[config.mk]
export PLATFORM = sky130hd
export DESIGN_NAME = vga_timing_gen
export DESIGN_NICKNAME = d
export VERILOG_FILES = /design/src/rtl/vga_timing_pkg.sv /design/src/rtl/vga_timing_gen_pix_tick_div.sv /design/src/rtl/vga_timing_gen.sv
export SDC_FILE = /design/constraint.sdc
export NUM_CORES = 1
export LEC_CHECK = 0
export ABC_AREA = 1
export BUFFER_PORTS_ARGS = -buffer_cell sky130_fd_sc_hd__buf_2
export CAP_MARGIN = 20
export CORE_MARGIN = 3
export CORE_UTILIZATION = 50
export DETAILED_ROUTE_END_ITERATION = 16
export PLACE_DENSITY_LB_ADDON = 0.15
export SYNTH_ARGS = -nofsm -noshare
export SYNTH_HDL_FRONTEND = slang
export SYNTH_SLANG_ARGS = --single-unit
export TNS_END_PERCENT = 30
[constraint.sdc]
create_clock -name clk -period 2.35 [get_ports clk]
set_clock_uncertainty 0.1 [all_clocks]
set_input_delay 0.235 -clock clk [delete_from_list [all_inputs] [get_ports clk]]
set_output_delay 0.235 -clock clk [all_outputs]
set_load 0.02 [all_outputs]
[src/rtl/vga_timing_pkg.sv]
// -----------------------------------------------------------------------------
// vga_timing_pkg
// Shared constants and types for the 640x480@60 VGA timing generator:
//   - raw horizontal/vertical timing (active, porches, sync width)
//   - derived line/frame totals and sync start/end positions
//   - counter widths for the horizontal counter, vertical counter and the
//     linear image address
//   - default image size used for address generation
//   - phase enum shared by the horizontal and vertical state machines
// -----------------------------------------------------------------------------
package vga_timing_pkg;

  // Horizontal timing, in pixels
  localparam int VGA_H_ACTIVE = 640;
  localparam int VGA_H_FP     = 16;
  localparam int VGA_H_SYNC   = 96;
  localparam int VGA_H_BP     = 48;

  // Vertical timing, in lines
  localparam int VGA_V_ACTIVE = 480;
  localparam int VGA_V_FP     = 10;
  localparam int VGA_V_SYNC   = 2;
  localparam int VGA_V_BP     = 33;

  // Derived totals and sync windows [start, end)
  localparam int VGA_H_TOTAL      = VGA_H_ACTIVE + VGA_H_FP + VGA_H_SYNC + VGA_H_BP;  // 800
  localparam int VGA_V_TOTAL      = VGA_V_ACTIVE + VGA_V_FP + VGA_V_SYNC + VGA_V_BP;  // 525
  localparam int VGA_H_SYNC_START = VGA_H_ACTIVE + VGA_H_FP;                          // 656
  localparam int VGA_H_SYNC_END   = VGA_H_SYNC_START + VGA_H_SYNC;                    // 752
  localparam int VGA_V_SYNC_START = VGA_V_ACTIVE + VGA_V_FP;                          // 490
  localparam int VGA_V_SYNC_END   = VGA_V_SYNC_START + VGA_V_SYNC;                    // 492

  // Image size for the frame-address generator
  localparam int VGA_IMG_W = 400;
  localparam int VGA_IMG_H = 300;

  // Counter widths
  localparam int H_CNT_W = 11;
  localparam int V_CNT_W = 10;
  localparam int ADDR_W  = 17;

  // Raster phase, used for both the line and the frame state machine
  typedef enum logic [1:0] {
    PH_ACT  = 2'd0,
    PH_FP   = 2'd1,
    PH_SYNC = 2'd2,
    PH_BP   = 2'd3
  } phase_e;

endpackage

[src/rtl/vga_timing_gen_pix_tick_div.sv]
// -----------------------------------------------------------------------------
// pix_tick_div
// Divides the system clock down to the pixel rate.
//   clk       in   system clock
//   rst_n     in   asynchronous active-low reset
//   pix_tick  out  registered one-clk pulse, high while the divider sits at
//                  CLK_DIV-1 (constantly high after reset when CLK_DIV==1)
// CLK_DIV must lie in 1..16 so the divider fits in 4 bits.
// -----------------------------------------------------------------------------
module pix_tick_div #(
  parameter int CLK_DIV = 4
) (
  input  logic clk,
  input  logic rst_n,
  output logic pix_tick
);

  localparam logic [3:0] DIV_LAST = 4'(CLK_DIV - 1);

  logic [3:0] div_reg;
  logic [3:0] div_next;
  logic       tick_next;

  // The tick is derived from the next divider value so that the registered
  // pulse lines up with the clk in which the divider holds CLK_DIV-1.
  always_comb begin
    div_next  = (div_reg == DIV_LAST) ? 4'd0 : div_reg + 4'd1;
    tick_next = (div_next == DIV_LAST);
  end

  always_ff @(posedge clk or negedge rst_n) begin
    if (!rst_n) begin
      div_reg  <= 4'd0;
      pix_tick <= 1'b0;
    end else begin
      div_reg  <= div_next;
      pix_tick <= tick_next;
    end
  end

endmodule

[src/rtl/vga_timing_gen.sv]
// -----------------------------------------------------------------------------
// vga_timing_gen
// Raster timing for the RGB pixel loader (640x480@60 by default).
//   clk              in   system clock
//   rst_n            in   asynchronous active-low reset
//   pix_tick         out  one-clk pulse per pixel period
//   count_rgb        out  horizontal counter 0..H_TOTAL-1
//   reset_count_rgb  out  vertical counter 0..V_TOTAL-1
//   hsync / vsync    out  sync outputs, active level SYNC_POL
//   active           out  visible-region flag
//   frame_start      out  one-clk pulse on the (last,last)->(0,0) transition
//   pix_addr         out  linear image address (only with
//                         VGA_TIMING_FRAME_ADDR_EN defined)
// Counters and all outputs advance only on pix_tick. Outputs are registered
// from next-state values so they change on the same edge as the counters.
// -----------------------------------------------------------------------------
module vga_timing_gen
  import vga_timing_pkg::*;
#(
  parameter int CLK_DIV  = 4,
  parameter int H_ACTIVE = VGA_H_ACTIVE,
  parameter int H_FP     = VGA_H_FP,
  parameter int H_SYNC   = VGA_H_SYNC,
  parameter int H_BP     = VGA_H_BP,
  parameter int V_ACTIVE = VGA_V_ACTIVE,
  parameter int V_FP     = VGA_V_FP,
  parameter int V_SYNC   = VGA_V_SYNC,
  parameter int V_BP     = VGA_V_BP,
  parameter bit SYNC_POL = 1'b0,
  parameter int IMG_W    = VGA_IMG_W,
  parameter int IMG_H    = VGA_IMG_H
) (
  input  logic               clk,
  input  logic               rst_n,
  output logic               pix_tick,
  output logic [H_CNT_W-1:0] count_rgb,
  output logic [V_CNT_W-1:0] reset_count_rgb,
  output logic               hsync,
  output logic               vsync,
  output logic               active,
  output logic               frame_start
`ifdef VGA_TIMING_FRAME_ADDR_EN
  ,
  output logic [ADDR_W-1:0]  pix_addr
`endif
);

  localparam int H_TOTAL      = H_ACTIVE + H_FP + H_SYNC + H_BP;
  localparam int V_TOTAL      = V_ACTIVE + V_FP + V_SYNC + V_BP;
  localparam int H_SYNC_START = H_ACTIVE + H_FP;
  localparam int H_SYNC_END   = H_SYNC_START + H_SYNC;
  localparam int V_SYNC_START = V_ACTIVE + V_FP;
  localparam int V_SYNC_END   = V_SYNC_START + V_SYNC;

  logic [H_CNT_W-1:0] h_cnt_reg, h_cnt_next;
  logic [V_CNT_W-1:0] v_cnt_reg, v_cnt_next;
  phase_e             h_state_reg, h_state_next;
  phase_e             v_state_reg, v_state_next;
  logic               hsync_reg, hsync_next;
  logic               vsync_reg, vsync_next;
  logic               active_reg, active_next;
  logic               frame_start_reg, frame_start_next;
  logic               line_wrap;
  logic               frame_wrap;

  pix_tick_div #(
    .CLK_DIV (CLK_DIV)
  ) u_div (
    .clk      (clk),
    .rst_n    (rst_n),
    .pix_tick (pix_tick)
  );

  always_comb begin
    h_cnt_next       = h_cnt_reg;
    v_cnt_next       = v_cnt_reg;
    h_state_next     = h_state_reg;
    v_state_next     = v_state_reg;
    hsync_next       = hsync_reg;
    vsync_next       = vsync_reg;
    active_next      = active_reg;
    frame_start_next = 1'b0;
    line_wrap        = 1'b0;
    frame_wrap       = 1'b0;

    if (pix_tick) begin
      if (h_cnt_reg == H_CNT_W'(H_TOTAL - 1)) begin
        h_cnt_next = '0;
        line_wrap  = 1'b1;
      end else begin
        h_cnt_next = h_cnt_reg + 1'b1;
      end

      // Phase transitions look at the counter value being entered, so the
      // state always describes h_cnt_next.
      unique case (h_state_reg)
        PH_ACT:  if (h_cnt_next == H_CNT_W'(H_ACTIVE))     h_state_next = PH_FP;
        PH_FP:   if (h_cnt_next == H_CNT_W'(H_SYNC_START)) h_state_next = PH_SYNC;
        PH_SYNC: if (h_cnt_next == H_CNT_W'(H_SYNC_END))   h_state_next = PH_BP;
        PH_BP:   if (line_wrap)                            h_state_next = PH_ACT;
        default: h_state_next = PH_ACT;
      endcase

      if (line_wrap) begin
        if (v_cnt_reg == V_CNT_W'(V_TOTAL - 1)) begin
          v_cnt_next = '0;
          frame_wrap = 1'b1;
        end else begin
          v_cnt_next = v_cnt_reg + 1'b1;
        end

        unique case (v_state_reg)
          PH_ACT:  if (v_cnt_next == V_CNT_W'(V_ACTIVE))     v_state_next = PH_FP;
          PH_FP:   if (v_cnt_next == V_CNT_W'(V_SYNC_START)) v_state_next = PH_SYNC;
          PH_SYNC: if (v_cnt_next == V_CNT_W'(V_SYNC_END))   v_state_next = PH_BP;
          PH_BP:   if (frame_wrap)                           v_state_next = PH_ACT;
          default: v_state_next = PH_ACT;
        endcase
      end

      hsync_next       = (h_state_next == PH_SYNC) ? SYNC_POL : ~SYNC_POL;
      vsync_next       = (v_state_next == PH_SYNC) ? SYNC_POL : ~SYNC_POL;
      active_next      = (h_state_next == PH_ACT) && (v_state_next == PH_ACT);
      frame_start_next = frame_wrap;
    end
  end

  // active starts at 0 although the raster sits at (0,0): the flag only
  // becomes meaningful once the first pixel period has elapsed.
  always_ff @(posedge clk or negedge rst_n) begin
    if (!rst_n) begin
      h_cnt_reg       <= '0;
      v_cnt_reg       <= '0;
      h_state_reg     <= PH_ACT;
      v_state_reg     <= PH_ACT;
      hsync_reg       <= ~SYNC_POL;
      vsync_reg       <= ~SYNC_POL;
      active_reg      <= 1'b0;
      frame_start_reg <= 1'b0;
    end else begin
      h_cnt_reg       <= h_cnt_next;
      v_cnt_reg       <= v_cnt_next;
      h_state_reg     <= h_state_next;
      v_state_reg     <= v_state_next;
      hsync_reg       <= hsync_next;
      vsync_reg       <= vsync_next;
      active_reg      <= active_next;
      frame_start_reg <= frame_start_next;
    end
  end

  assign count_rgb       = h_cnt_reg;
  assign reset_count_rgb = v_cnt_reg;
  assign hsync           = hsync_reg;
  assign vsync           = vsync_reg;
  assign active          = active_reg;
  assign frame_start     = frame_start_reg;

`ifdef VGA_TIMING_FRAME_ADDR_EN
  logic [ADDR_W-1:0] addr_reg, addr_next;

  // Counting instead of multiplying: inside the image the row-major index of
  // the next position is always the previous in-image index plus one, and
  // (0,0) is the only place the sequence restarts.
  always_comb begin
    addr_next = addr_reg;
    if (pix_tick) begin
      if (frame_wrap) begin
        addr_next = '0;
      end else if ((h_cnt_next < H_CNT_W'(IMG_W)) && (v_cnt_next < V_CNT_W'(IMG_H))) begin
        addr_next = addr_reg + 1'b1;
      end
    end
  end

  always_ff @(posedge clk or negedge rst_n) begin
    if (!rst_n) begin
      addr_reg <= '0;
    end else begin
      addr_reg <= addr_next;
    end
  end

  assign pix_addr = addr_reg;
`endif

  // Counters can never leave their range, and the image must fit inside the
  // visible region for the address sequence to be contiguous.
  assert property (@(posedge clk) disable iff (!rst_n)
    (h_cnt_reg < H_CNT_W'(H_TOTAL)) && (v_cnt_reg < V_CNT_W'(V_TOTAL)) &&
    (IMG_W <= H_ACTIVE) && (IMG_H <= V_ACTIVE));

endmodule

==> flow_metrics.env, run 1 <==
export IMPL_outcome="finished, final reports clean"
export IMPL_routed_wl_um=4590
export IMPL_synth_flop_cell="dfrtp_1"
export IMPL_period_share_pct=89.35
export IMPL_die_width_um=72.44
export IMPL_critPathKind="register to register"
export IMPL_gp_congestion=0.9078
export IMPL_max_cap_violations=0
export IMPL_clkSinkCount=34
export IMPL_leakage_nw=1.295
export IMPL_stdcell_count=399
export IMPL_wl_per_cell_um=11.50
export IMPL_grt_pass1_vias=1668
export IMPL_root_buffer="clkbuf_8"
export IMPL_start_kind="register"
export IMPL_reg2regPathDepth=10
export IMPL_hpwl_um=3383
export IMPL_cts_tree="yes"
export IMPL_io_buffers=27
export IMPL_fmax_ghz=0.4763
export IMPL_holdPathStages=2
export IMPL_die_y_um=72.44
export IMPL_grt_remaining_overflow=0
export IMPL_synthDistinctLibCells=29
export IMPL_report_final_slew_viol_count=0
export IMPL_drive_gt1_share_pct=17.19
export IMPL_syn_num_nets=325
export IMPL_tns_ns=0
export IMPL_worstPathArrival_ns=2.17
export IMPL_vias=1985
export IMPL_fin_nets=356
export IMPL_fill_cells=379
export IMPL_cts_buffers=5
export IMPL_yosysMostFrequentCell="nand2_1"
export IMPL_fin_crit_ns=2.100
export IMPL_hold_viol_final=0
export IMPL_cp_end_kind="register"
export IMPL_synth_seq_area_share_pct=38.66
export IMPL_grt_pass1_wl_um=7721
export IMPL_yosysTopAreaCell="dfrtp_1"
export IMPL_antenna_found_initial=0
export IMPL_tightest_slew_ns=0.7459
export IMPL_critPathMaxFanout=7
export IMPL_ant_nets=0
export IMPL_multi_input_area_um2=1136
export IMPL_die_area_um2=5248
export IMPL_slew_headroom_pct=50.27
export IMPL_clk_pin_slew_worst_paths_ns=0.07
export IMPL_syn_to_final_growth_pct=13.15
export IMPL_synth_top_area_share_pct=36.28
export IMPL_ff_latch_area_um2=855.8
export IMPL_ios=28
export IMPL_largest_reg_flops=11
export IMPL_clk_latency_ns=0.28
export IMPL_drtIter0Drc=160
export IMPL_grtUsageTotal_pct=18.65
export IMPL_rsz0062_at_grt="no"
export IMPL_synth_area_um2=2207
export IMPL_crit_required_ns=2.42
export IMPL_synth_edff_count=0
export IMPL_drcViolationCount=0
export IMPL_synth_area_per_cell_um2=6.963
export IMPL_synthTopCellsByCount="nand2_1 (95), inv_1 (47), nor2_1 (34)"
export IMPL_core_area_um2=4115
export IMPL_finalSetupViolCount=0
export IMPL_clk_path_buf_depth=2
export IMPL_hp_class="register to register"
export IMPL_p_per_area_nw_per_um2=416.1
export IMPL_start_util_pct=53.63
export IMPL_ir_drop_v=0.0004062
export IMPL_cts_max_level=2
export IMPL_ys_async_sr_fraction_pct=100.0
export IMPL_grt_max_degree=35
export IMPL_drtPass1Iterations=4
export IMPL_ys_ff_latch=34
export IMPL_placedCellCount=390
export IMPL_n_antenna_cell=0
export IMPL_num_rows=23
export IMPL_vias_per_cell=4.975
export IMPL_ys_top_cells_by_area="dfrtp_1 (36%), nand2_1 (16%), inv_1 (8.0%)"
export IMPL_postSynthCellCount=317
export IMPL_ys_warn_count=0
-- critical path, stage by stage (launching register included) --
cell     delay, ns
dfrtp_1       0.44
ha_1          0.27
nand2_4       0.09
nor2_1        0.19
nand4_1       0.17
xor2_2        0.26
nand3_1       0.12
a21oi_2       0.18
nor2_1        0.06
nand3_1       0.07
nand2_1       0.05
-- layer usage --
metal	global-route usage [%]	up-vias	part of all wire, %
li1	-	1062	-
met1	29.26	871	54
met2	26.09	50	40
met3	3.601	2	5.0
met4	4.713	0	0.50
met5	0	-	0
-- repair_timing --
action	in CTS	in global routing
buffers inserted	0	0
setup endpoints to repair	0	4
endpoints found under the hold margin	32	0
hold buffers	1	0
resized for setup	0	4
-- final cells by class --
class / count / share of cell area [%]
repair buffers: 31 / 6.713
clock buffers: 7 / 3.457
inverters: 49 / 7.365
well taps: 50 / 2.505
multi-input cells: 227 / 45.49
flip-flops and latches: 34 / 34.27
clock inverters: 1 / 0.2004
-- where the power goes --
part | switching [mW] | total, mW | internal (mW)
clock | 0.205 | 0.441 | 0.236
sequential | 0 | 0.585 | 0.585
combinational | 0.0109 | 0.0126 | 0.00166
total | 0.216 | 1.04 | 0.823
-- path summary, 6_finish.rpt --
kind,from,end,slack [ns]
hold reg to reg,hsync,hsync,0.37
setup / recovery,count_rgb[0],active,0.25
hold / removal,hsync,hsync,0.37
max in group asynchronous,rst_n,reset_count_rgb[1],1.18
min in group asynchronous,rst_n,reset_count_rgb[4],0.45
setup reg to reg,count_rgb[0],active,0.25
-- placed cells by master, fill, tap and decap left out, types with 3 or more instances in the layout --
| master | count |
|---|---|
| xor2_1 | 4 |
| nor2_2 | 6 |
| inv_1 | 47 |
| buf_4 | 3 |
| o21ai_0 | 22 |
| a21oi_1 | 3 |
| dfrtp_1 | 30 |
| clkbuf_8 | 6 |
| nand3_1 | 29 |
| buf_2 | 27 |
| nand4_1 | 11 |
| nand3_2 | 3 |
| nor2_1 | 33 |
| nand2_1 | 95 |
| ha_1 | 6 |
-- cells by family after synthesis --
family          Yosys count  share of synthesized area (%)
flops                    34                          38.66
simple gates            183                          37.41
compound gates           33                          8.221
xor+xnor                  5                          1.984
buf+inv                  56                          10.32
fa+ha+maj                 6                          3.401
-- stage by stage --
| stage | hold WS (ns) | area [µm²] | total power [mW] | setup WS [ns] | utilization (%) |
|---|---|---|---|---|---|
| after floorplan | -0.1606 | 2207 | 0.5963 | 0.3232 | - |
| after global placement | 0.2527 | 2384 | 0.6089 | 0.2360 | 57.92 |
| after detailed placement | 0.2592 | 2384 | 0.6091 | 0.2066 | 57.92 |
| after CTS | 0.3688 | 2485 | 1.055 | 0.1763 | 60.38 |
| after global routing | 0.4035 | 2497 | 1.082 | 0.02934 | 60.69 |
| final | 0.3678 | 2497 | 1.039 | 0.2503 | 60.69 |
No activity file was read; power rests on OpenSTA's default activity.
==> run 2: changes to the inputs <==
--- a/config.mk
+++ b/config.mk
@@ -8,9 +8,10 @@
 export ABC_AREA = 1
 export BUFFER_PORTS_ARGS = -buffer_cell sky130_fd_sc_hd__buf_2
 export CAP_MARGIN = 20
-export CORE_MARGIN = 3
+export CORE_MARGIN = 1
 export CORE_UTILIZATION = 50
 export DETAILED_ROUTE_END_ITERATION = 16
+export MAX_ROUTING_LAYER = met4
 export PLACE_DENSITY_LB_ADDON = 0.15
 export SYNTH_ARGS = -nofsm -noshare
 export SYNTH_HDL_FRONTEND = slang
==> run 2 against run 1 <==
  * Power barely moved
  * Final cell count rose by 0.25%
  * Die area fell by 11%
  * Via count rose by 2.3%
  * Combinational power barely moved
  * Setup slack got worse by 0.045 ns
  * Largest cell class unchanged
==> flow_metrics.env, run 2 (synthesized netlist as in run 1, its figures left out) <==
export IMPL_grt_pass1_wl_um=7286
export IMPL_die_y_um=68.44
export IMPL_slowest_delay_ns=0.46
export IMPL_crit_required_ns=2.47
export IMPL_slowest_stage="dfrtp_1"
export IMPL_clk_pin_slew_worst_paths_ns=0.06
export IMPL_ios=28
export IMPL_max_cap_violations=0
export IMPL_core_area_um2=4115
export IMPL_fin_crit_ns=2.145
export IMPL_clkSinkCount=34
export IMPL_start_util_pct=53.63
export IMPL_grt_pass1_vias=1540
export IMPL_cts_max_level=2
export IMPL_holdPathStages=2
export IMPL_clk_path_buf_depth=2
export IMPL_drive_gt1_share_pct=16.57
export IMPL_gp_congestion=0.8384
export IMPL_grt_remaining_overflow=0
export IMPL_routed_wl_um=4573
export IMPL_root_buffer="clkbuf_8"
export IMPL_critPathKind="register to register"
export IMPL_leakage_nw=1.304
export IMPL_die_area_um2=4684
export IMPL_crit_top_cell="nand2_1"
export IMPL_rrSetupSlack_ns=0.20
export IMPL_fmax_ghz=0.4662
export IMPL_stdcell_count=400
export IMPL_setup_ws_ns=0.2049
export IMPL_hp_class="register to register"
export IMPL_num_rows=23
export IMPL_cp_end_kind="register"
export IMPL_ir_drop_v=0.0003364
export IMPL_die_width_um=68.44
export IMPL_finalSetupViolCount=0
export IMPL_drtIter0Drc=130
export IMPL_hp_start="hsync"
export IMPL_wl_per_cell_um=11.43
export IMPL_r2r_end="hsync"
export IMPL_period_share_pct=91.28
export IMPL_ant_nets=0
export IMPL_outcome="finished, final reports clean"
export IMPL_report_final_slew_viol_count=0
export IMPL_hold_viol_final=0
export IMPL_hpwl_um=3384
export IMPL_reg2regPathDepth=12
export IMPL_grtUsageTotal_pct=22.21
export IMPL_vias=2031
export IMPL_layout_commonest_cell="nand2_1"
export IMPL_antenna_found_initial=0
export IMPL_drcViolationCount=0
export IMPL_slew_headroom_pct=50.07
export IMPL_tns_ns=0
export IMPL_grt_max_degree=35
export IMPL_rsz0062_at_grt="no"
export IMPL_holdPathEnd="hsync"
export IMPL_cts_buffers=5
export IMPL_tightest_slew_ns=0.7490
export IMPL_layout_common_cells="nand2_1 (95), inv_1 (47), nor2_1 (34)"
export IMPL_cts_tree="yes"
export IMPL_critPathMaxFanout=10
export IMPL_power_mw=1.040
export IMPL_vias_per_cell=5.078
export IMPL_clk_latency_ns=0.28
export IMPL_pre_cts_slack_ns=0.2134
export IMPL_start_kind="register"
export IMPL_p_per_area_nw_per_um2=415.9
export IMPL_reg2reg_from="count_rgb[0]"
export IMPL_placedCellCount=391
export IMPL_syn_to_final_growth_pct=13.27
export IMPL_hold_slack_ns=0.3694
export IMPL_crit_chain="ha_1, nand2_4, nor2_8, nand3_4, nand2_2, nand3_2, nor2_2, nand4_1, a21oi_2, nand2_1, nand2_1, nand2_1"
export IMPL_n_antenna_cell=0
export IMPL_largest_reg_flops=11
export IMPL_io_buffers=27
export IMPL_fin_nets=357
export IMPL_worstPathArrival_ns=2.26
export IMPL_drtPass1Iterations=4
==> run 2: changes by cell type in the layout (fill, tap and decap cells not counted) <==
cell	previous run	this run
buf_4	3	4
nor2_2	6	5
dfrtp_1	30	32
dfrtp_2	2	0
nor2_1	33	34
==> run 2: worst max-delay path, delay by kind of cell, from the launching register on <==
kind                     cells  cell delay [ns]
AO/OA/AOI/OAI                1             0.20
flip-flops                   1             0.46
AND/OR/NAND/NOR             10             1.05
adder cells (fa/ha/maj)      1             0.27
==> run 2: final cells by class <==
cell class	count	area [µm²]
Clock inverter	1	5.005
Inverter	49	183.9
Multi-Input combinational cell	227	1134
Fill cell	393	1615
Sequential cell	34	853.3
Timing Repair Buffer	32	175.2
Clock buffer	7	86.33
Tap cell	50	62.56
==> run 2: stage by stage <==
step           utilization, %  area [µm²]
2_1_floorplan               -        2207
3_3_place_gp            58.10        2391
3_5_place_dp            58.10        2391
4_1_cts                 60.57        2492
5_1_grt                 60.75        2500
6_report                60.75        2500
==> run 2: how the worst max path moves through the flow <==
stage | cells past startpoint | slack (ns) | from | end
2_1_floorplan | 10 | 0.32 | count_rgb[0] | active
3_3_place_gp | 12 | 0.23 | count_rgb[0] | active
3_5_place_dp | 12 | 0.21 | count_rgb[0] | hsync
4_1_cts | 12 | 0.19 | count_rgb[0] | hsync
5_1_grt | 14 | 0.01 | reset_count_rgb[0] | active
6_report | 12 | 0.20 | count_rgb[0] | hsync
==> run 2: what timing repair did <==
action | in CTS | in global routing
endpoints found under the hold margin | 32 | 0
hold buffers | 1 | 0
setup endpoints to repair | 0 | 2
setup buffers | 0 | 0
resized for setup | 0 | 1
==> run 2: report_power, final <==
| part | switching, mW | total [mW] | internal (mW) |
|---|---|---|---|
| clock network | 0.205 | 0.442 | 0.236 |
| logic | 0.0111 | 0.0127 | 0.00167 |
| registers | 0 | 0.585 | 0.585 |
| total | 0.216 | 1.04 | 0.823 |
==> run 2: routing by layer <==
metal | vias to the layer above | GRT usage (%) | share of wire (%)
met1 | 918 | 33.20 | 51
li1 | 1064 | - | -
met2 | 47 | 28.55 | 43
met4 | 0 | 7.031 | 0.57
met3 | 2 | 5.500 | 5.4
met5 | - | - | 0
==> run 3: changes to the inputs <==
--- a/config.mk
+++ b/config.mk
@@ -8,11 +8,11 @@
 export ABC_AREA = 1
 export BUFFER_PORTS_ARGS = -buffer_cell sky130_fd_sc_hd__buf_2
 export CAP_MARGIN = 20
-export CORE_MARGIN = 1
 export CORE_UTILIZATION = 50
 export DETAILED_ROUTE_END_ITERATION = 16
 export MAX_ROUTING_LAYER = met4
 export PLACE_DENSITY_LB_ADDON = 0.15
+export RECOVER_POWER = 25
 export SYNTH_ARGS = -nofsm -noshare
 export SYNTH_HDL_FRONTEND = slang
 export SYNTH_SLANG_ARGS = --single-unit
==> run 3 against run 2 <==
  * Cell area down 0.80%
  * Critical path depth did not move
  * Utilization is 0.49 points lower
  * Largest power group unchanged
  * Register-to-register slack about the same
  * Die area stayed put
  * Sequential power about the same
  * Combinational power barely moved
  * First-iteration DRC count up 21%
  * Critical endpoint unchanged
  * Hold slack is essentially flat
==> flow_metrics.env, run 3 (synthesized netlist as in run 1, its figures left out) <==
export IMPL_gr_usage_met1_pct=33.20
export IMPL_grt_remaining_overflow=0
export IMPL_io_buffers=27
export IMPL_core_area_um2=4115
export IMPL_crit_required_ns=2.46
export IMPL_cts_buffers=5
export IMPL_grt_max_degree=35
export IMPL_leakage_nw=1.247
export IMPL_root_buffer="clkbuf_8"
export IMPL_tightest_slew_ns=0.8329
export IMPL_critPathKind="register to register"
export IMPL_num_rows=23
export IMPL_crit_top_cell="nand2_1"
export IMPL_routed_wl_um=4580
export IMPL_outcome="finished, final reports clean"
export IMPL_syn_to_final_growth_pct=12.36
export IMPL_n_antenna_cell=0
export IMPL_grt_busiest_layer="met1"
export IMPL_period_share_pct=91.48
export IMPL_vias=2015
export IMPL_grtUsageTotal_pct=22.21
export IMPL_report_final_slew_viol_count=0
export IMPL_cp_end_kind="register"
export IMPL_cts_max_level=2
export IMPL_hold_viol_final=0
export IMPL_clk_pin_slew_worst_paths_ns=0.06
export IMPL_die_y_um=68.44
export IMPL_drive_gt1_share_pct=12.00
export IMPL_crit_family="simple AND/OR/NAND/NOR gates"
export IMPL_path_buf_inv=0
export IMPL_hpwl_um=3384
export IMPL_ios=28
export IMPL_start_kind="register"
export IMPL_worstPathArrival_ns=2.26
export IMPL_rsz0062_at_grt="no"
export IMPL_fin_nets=357
export IMPL_clkSinkCount=34
export IMPL_use_met3_pct=5.500
export IMPL_gp_congestion=0.8384
export IMPL_grt_pass1_wl_um=7286
export IMPL_slowest_delay_ns=0.46
export IMPL_critPathMaxFanout=10
export IMPL_ir_drop_v=0.0003357
export IMPL_fin_crit_ns=2.150
export IMPL_fmax_ghz=0.4652
export IMPL_p_per_area_nw_per_um2=418.9
export IMPL_vias_per_cell=5.038
export IMPL_drtIter0Drc=157
export IMPL_max_cap_violations=0
export IMPL_cts_setup_buffers=0
export IMPL_hp_class="register to register"
export IMPL_drcViolationCount=0
export IMPL_layout_commonest_cell="nand2_1"
export IMPL_die_width_um=68.44
export IMPL_crit_chain="ha_1, nand2_4, nor2_8, nand3_4, nand2_2, nand3_2, nor2_2, nand4_1, a21oi_2, nand2_1, nand2_1, nand2_1"
export IMPL_layout_common_cells="nand2_1 (95), inv_1 (47), nor2_1 (34)"
export IMPL_slowest_stage="dfrtp_1"
export IMPL_largest_reg_flops=11
export IMPL_die_area_um2=4684
export IMPL_clk_latency_ns=0.28
export IMPL_gr_usage_met2_pct=28.55
export IMPL_antenna_found_initial=0
export IMPL_hold_slack_ns=0.3698
export IMPL_tns_ns=0
export IMPL_cts_tree="yes"
export IMPL_slew_headroom_pct=44.47
export IMPL_clk_path_buf_depth=2
export IMPL_finalSetupViolCount=0
export IMPL_ant_nets=0
export IMPL_grt_pass1_vias=1540
export IMPL_wl_per_cell_um=11.45
export IMPL_drtPass1Iterations=4
export IMPL_start_util_pct=53.63
-- run 3: changes by cell type in the layout (fill, tap and decap cells not counted), sizes merged --
cell and delta:
buf -17, clkbuf +17
-- run 3: cell type report --
type | count | area, µm²
clock buffer | 7 | 86.33
clock inverter | 1 | 5.005
fill | 398 | 1635
inverter | 49 | 183.9
multi-input combinational | 227 | 1134
sequential | 34 | 853.3
tap | 50 | 62.56
timing repair buffer | 32 | 155.1
-- run 3: what timing repair did --
action / 4_1_cts / 5_1_grt
hold buffers: 1 / 0
endpoints found under the setup margin: 0 / 2
resized for setup: 0 / 1
hold endpoints to repair: 32 / 0
-- run 3: worst paths after layout --
path | slack, ns | endpoint | from | depth (start not counted)
setup reg to reg | 0.20 | hsync | count_rgb[0] | 12
hold / removal | 0.37 | hsync | hsync | 2
max in group asynchronous | 1.13 | count_rgb[2] | rst_n | 2
setup / recovery | 0.20 | hsync | count_rgb[0] | 12
hold reg to reg | 0.37 | hsync | hsync | 2
min in group asynchronous | 0.49 | reset_count_rgb[5] | rst_n | 2
-- run 3: tightest hold or removal path: stages (launching register included) --
cell and delay (ns):
dfstp_2 0.37, nand2_1 0.05, nand2_1 0.05
-- run 3: where the power goes --
part           leakage (nW)  switching [mW]  internal [mW]  total (mW)
Clock                0.0482           0.205          0.236       0.441
Sequential            0.449               0          0.585       0.585
Combinational         0.750          0.0110        0.00163      0.0127
Total                  1.25           0.216          0.823        1.04
-- run 3: through the flow --
step | util (%) | total power [mW] | instances | worst slack [ns] | area (µm²)
finish | 60.26 | 1.039 | 400 | 0.2003 | 2480
detailed placement | 58.10 | 0.6092 | 391 | 0.2134 | 2391
global placement | 58.10 | 0.6089 | 391 | 0.2338 | 2391
global route | 60.26 | 1.082 | 400 | 0.009667 | 2480
floorplan | - | 0.5963 | 317 | 0.3232 | 2207
CTS | 60.57 | 1.055 | 400 | 0.1904 | 2492
-- run 3: routing by layer --
layer  up-vias  part of all wire [%]
met3         2                   4.8
met4         0                  0.57
met2        47                    43
li1       1065                     -
met5         -                     0
met1       901                    52
